## config.mk

```make
export PLATFORM = sky130hd
export DESIGN_NAME = address_unit
export DESIGN_NICKNAME = d
export VERILOG_FILES = /design/src/rtl/address_unit.sv
export SDC_FILE = /design/constraint.sdc
export NUM_CORES = 1
export LEC_CHECK = 0
export ABC_AREA = 1
export CORE_MARGIN = 4
export CORE_UTILIZATION = 50
export CTS_CLUSTER_DIAMETER = 100
export CTS_CLUSTER_SIZE = 24
export DETAILED_ROUTE_END_ITERATION = 8
export GPL_TIMING_DRIVEN = 1
export PLACE_DENSITY = 0.82
export SETUP_SLACK_MARGIN = 0.2
export SYNTH_ARGS = -nofsm -noshare
export SYNTH_HDL_FRONTEND = slang
export SYNTH_SLANG_ARGS = --single-unit
export TNS_END_PERCENT = 10
```

## constraint.sdc

```tcl
create_clock -name clk -period 5.45 [get_ports clk]
set_clock_uncertainty 0.2 [all_clocks]
set_input_delay 1.09 -clock clk [delete_from_list [all_inputs] [get_ports clk]]
set_output_delay 1.09 -clock clk [all_outputs]
set_load 0.05 [all_outputs]
```

## src/rtl/address_unit.sv

```systemverilog
// Address generation for the CPU core: reset-vector fetch, program counter
// and the external address-bus mux with a held-address register.
module address_unit #(
  parameter logic [15:0] RESET_VECTOR = 16'hFFFC
) (
  input  logic        clk,
  input  logic        rst_n,
  input  logic        rdy,
  input  logic        pc_enable,
  input  logic        pc_load,
  input  logic [15:0] pc_load_value,
  input  logic [1:0]  address_select,
  input  logic [15:0] memory_address,
  input  logic [7:0]  alu_result,
  input  logic [7:0]  data_in,
  output logic [15:0] address_out,
  output logic [15:0] pc_out,
  output logic        vector_busy
);

  // state    | meaning
  // S_VEC_LO | fetching reset-vector low byte
  // S_VEC_HI | fetching reset-vector high byte
  // S_RUN    | normal operation, address from address_select
  typedef enum logic [1:0] {
    S_VEC_LO = 2'd0,
    S_VEC_HI = 2'd1,
    S_RUN    = 2'd2
  } state_t;

  localparam logic [15:0] VEC_HI_ADDR = RESET_VECTOR + 16'd1;

  state_t      state;
  state_t      state_next;
  logic [15:0] pc;
  logic [15:0] pc_next;
  logic [15:0] last_addr;

  always_ff @(posedge clk or negedge rst_n) begin
    if (!rst_n) begin
      state     <= S_VEC_LO;
      pc        <= 16'h0000;
      last_addr <= 16'h0000;
    end else if (rdy) begin
      state     <= state_next;
      pc        <= pc_next;
      last_addr <= address_out;
    end
  end

  always_comb begin
    state_next  = S_VEC_LO;
    pc_next     = pc;
    address_out = RESET_VECTOR;
    vector_busy = 1'b1;
    unique case (state)
      S_VEC_LO: begin
        address_out = RESET_VECTOR;
        pc_next     = {pc[15:8], data_in};
        state_next  = S_VEC_HI;
      end
      S_VEC_HI: begin
        address_out = VEC_HI_ADDR;
        pc_next     = {data_in, pc[7:0]};
        state_next  = S_RUN;
      end
      S_RUN: begin
        vector_busy = 1'b0;
        state_next  = S_RUN;
        case (address_select)
          2'd0:    address_out = pc;
          2'd1:    address_out = memory_address;
          2'd2:    address_out = {8'h00, alu_result};
          default: address_out = last_addr;
        endcase
        // load wins over increment; increment wraps naturally at 16 bits
        if (pc_load)
          pc_next = pc_load_value;
        else if (pc_enable)
          pc_next = pc + 16'd1;
      end
      default: begin
        state_next  = S_VEC_LO;
      end
    endcase
  end

  assign pc_out = pc;

endmodule
```

# Word level (Yosys, flattened, before mapping)
# Cells that the tools add are included.
# op_classes
bitwise_logic	2
n_reduce_logical	7
addsub	1
n_eq_ne	5
n_mux	7
# ops
op	n
16-bit one-hot mux with 3 select lines	2
16-bit two-way mux	2
16-bit one-hot mux with 2 select lines	1
16-bit by 1-bit adder with 16-bit output (second input constant)	1
4-bit AND reduction	2
2-bit by 1-bit == test with 1-bit output (second input constant)	2
2-bit == test (second input constant)	2
2-bit zero test	2
2-bit one-hot mux with 2 select lines	1
2-bit nonzero test	2
3-bit inequality test (second input constant)	1
1-bit inverter	2
2-bit OR reduction	1
1-bit two-way mux	1
# totals
reg_bits	34
inputBits	55
elab_cells	26
output_inout_bits	33

# Longest topological paths before layout
# logic_depth
depth_word	4
mapped_depth	9

# Worst setup path after synthesis
# No wires, ideal clock.
# synth_path
kind	input to output
startpoint	input address_select[1]
endpoint	output address_out[0]
required_ps	4160
n_path_buf	2
cell_stages	7
arrival_time_ps	2338
setup_slack_ps	1822
cell_sequence	buf_6 > inv_6 > nand2_4 > buf_6 > o211ai_1 > a21oi_1 > nor2_1
# synth_between
elab_chain_cells	3
word_cells_on_any_way	5
classes_between	2 x eq/ne; 2 x mux; 1 x reduce/logical
# synth_lines
item	line	text
start: declaration	12	input logic [1:0] address_select,
2-bit == test (tied with other cells)	70	case (address_select)
16-bit one-hot mux with 3 select lines *	70	
16-bit one-hot mux with 2 select lines *	56	unique case (state)
end: declaration	16	output logic [15:0] address_out,
# Mark *: on every way between the ends. The rest lies on a longest branch, timed or not.

# Worst setup path in the final report
# layout_path
startpoint	input address_select[0]
endpoint	output address_out[0]
# Same word-level chain as after synthesis.

==> flow_metrics.tcl <==
set metrics [dict create \
    status "complete, no violations" \
    layout_min_cycle_time_ns 4.981 \
    rsz0062_at_grt "false" \
    max_freq_ghz 0.2007 \
    nets 533 \
    overflow 0 \
    final_cell_mix "nand2_1 (97), clkdlybuf4s50_1 (87), nor2_1 (58)" \
    grt_pass1_vias 2962 \
    synthesis.nets 452 \
    die_h_um 80.98 \
    die_area_um2 6557 \
    dp_hpwl_um 6139 \
    synth-seq-cells 34 \
    multi_input_area_um2 1505 \
    finalHoldViolCount 0 \
    cp-end-kind "output port" \
    dp_cells 537 \
    port_buffers 87 \
    path_max_fanout 11 \
    cp.arrival_ns 3.69 \
    synth_edf_count 0 \
    synth_cell_types 34 \
    cts_resized 0 \
    grt_usage 0.2658 \
    setup_tns_ns 0 \
    drtIter0Drc 286 \
    drive_gt1_frac 0.08421 \
    p_per_area_nw_per_um2 710.1 \
    gp_congestion 0.9078 \
    async_flop_share 1.000 \
    cp.required_ns 4.16 \
    seqCellArea_um2 850.8 \
    wl_met2_um 3835 \
    synthCells 393 \
    cts-root-buf "clkbuf_8" \
    fin_hold_ws_ns 0.3259 \
    cts_made_buffers 5 \
    ys_seq_area_frac 0.3195 \
    fillCellCount 468 \
    final_common_cell "nand2_1" \
    met1Wirelength_um 3620 \
    drv_slew 0 \
    drv_cap 0 \
    antenna_found_initial 0 \
    initial_core_util 0.5180 \
    path_clk_slew_ns 0.08 \
    holdBufCountCts 0 \
    via_per_inst 5.506 \
    syn_area_um2 2663 \
    clockBufferDepth 2 \
    grt_start_max_net_pins 35 \
    top_layer "met4" \
    synthFlopType "dfrtp_1" \
    postCtsSetupBuffers 0 \
    fin_crit_sh 0.9140 \
    clock_sinks 34 \
    worstSetupStartpointType "input pin" \
    setup_violations 0 \
    wl_per_cell_um 15.25 \
    slew_headroom 0.5483 \
    clk_latency_ns 0.29 \
    cts_tree "built" \
    fin_cells 545 \
    row_count 26 \
    peakVddDrop_mv 0.4300 \
    h-tree-depth 2 \
    p_leak_uw 0.001627 \
    die_x_um 80.98 \
    synth_warnings 0 \
    finalWirelength_um 8313 \
    drt_first_pass_iters 4 \
    n_antenna_cell 0 \
    grt_pass1_wl_um 13560 \
    core_um2 5140 \
    drc 0 \
    routed-via-count 3001 \
    syn_avg_cell_area_um2 6.775 \
    crit_type "in -> out" \
    met3_length_um 708 \
    io_pins 88 \
    hold_path.class "reg -> reg" \
    syn_to_final_growth_pct 36.42 \
    r2r_setup_slack_ns 3.10 \
    ant_nets 0 \
    worstMarginPinSlew_ns 0.6775 \
]
-- through the flow --
stage,setup WS (ns),cell area (um2),util,total power (uW)
finish,0.4687,3632,0.7067,2579
detailed placement,0.4783,3526,0.6860,2324
CTS,0.4732,3632,0.7067,2566
global route,0.3189,3632,0.7067,2742
global placement,0.5630,3526,0.6860,2286
floorplan,1.822,2663,-,1766
-- routing by layer --
metal,track usage,vias to the layer above
met5,0,-
met2,0.4376,157
met3,0.05322,14
li1,-,1437
met4,0.07601,0
met1,0.3534,1393
-- state kept, by name, indices dropped and copies added (netlist names) --
| register | flops |
|---|---|
| last_addr | 16 |
| pc_out | 16 |
| state | 2 |
-- synthesized netlist by cell type (3+ instances only) --
cell,instances,share of area
nand2_1,97,0.14
nor2_1,58,0.082
inv_1,42,0.059
dfrtp_1,34,0.32
a21oi_1,31,0.058
o21ai_0,19,0.036
nand3_1,17,0.032
o21ai_1,14,0.026
buf_2,7,0.013
a22oi_1,6,0.017
o211ai_1,6,0.017
buf_6,5,0.021
nor2_4,5,0.021
buf_4,4,0.011
ha_1,4,0.019
nand2_2,4,0.0094
nand4_1,4,0.0094
nor2_2,4,0.0094
o221ai_1,4,0.013
xor2_1,4,0.013
a21oi_2,3,0.0099
inv_2,3,0.0042
nand3_2,3,0.011
-- area by class of cell --
class / count / share of cell area
multi-input cells: 295 / 0.4144
repair buffers: 91 / 0.2480
flip-flops and latches: 34 / 0.2342
inverters: 47 / 0.04995
well taps: 70 / 0.02411
clock buffers: 7 / 0.02101
clock inverters: 1 / 0.008267
-- where the power goes --
| part | total [uW] | internal (uW) | switching, uW | leakage, uW |
|---|---|---|---|---|
| registers | 508 | 380 | 129 | 0.000394 |
| logic | 1830 | 573 | 1260 | 0.00118 |
| clock network | 237 | 137 | 100 | 0.0000524 |
-- cell families (layout without fill, tap and decap cells) --
kind of cell | Yosys count | after routing | share of synthesized area
buffers and inverters | 64 | 146 | 0.1151
adder cells (fa/ha/maj) | 4 | 4 | 0.01880
flip-flops | 34 | 34 | 0.3196
AO/OA/AOI/OAI | 92 | 92 | 0.2119
AND/OR/NAND/NOR | 195 | 195 | 0.3214
XOR/XNOR | 4 | 4 | 0.01316
-- worst paths after layout --
| kind | start | to | depth (start not counted) |
|---|---|---|---|
| max | address_select[0] | address_out[0] | 9 |
| min | last_addr[1] | last_addr[1] | 2 |
| max reg2reg | state[0] | last_addr[6] | 8 |
| min reg2reg | last_addr[1] | last_addr[1] | 2 |
| max in group asynchronous | rst_n | pc_out[7] | 2 |
| min in group asynchronous | rst_n | last_addr[4] | 2 |
-- worst max-delay path, cell delays in order --
cell	delay, ns
clkdlybuf4s50_1	0.46
buf_4	0.18
inv_1	0.10
nor2_1	0.51
nand2_1	0.14
o211ai_1	0.12
a21oi_1	0.11
nor2_1	0.15
clkdlybuf4s50_1	0.82
Note: power is estimated with default switching activity, not from simulation.
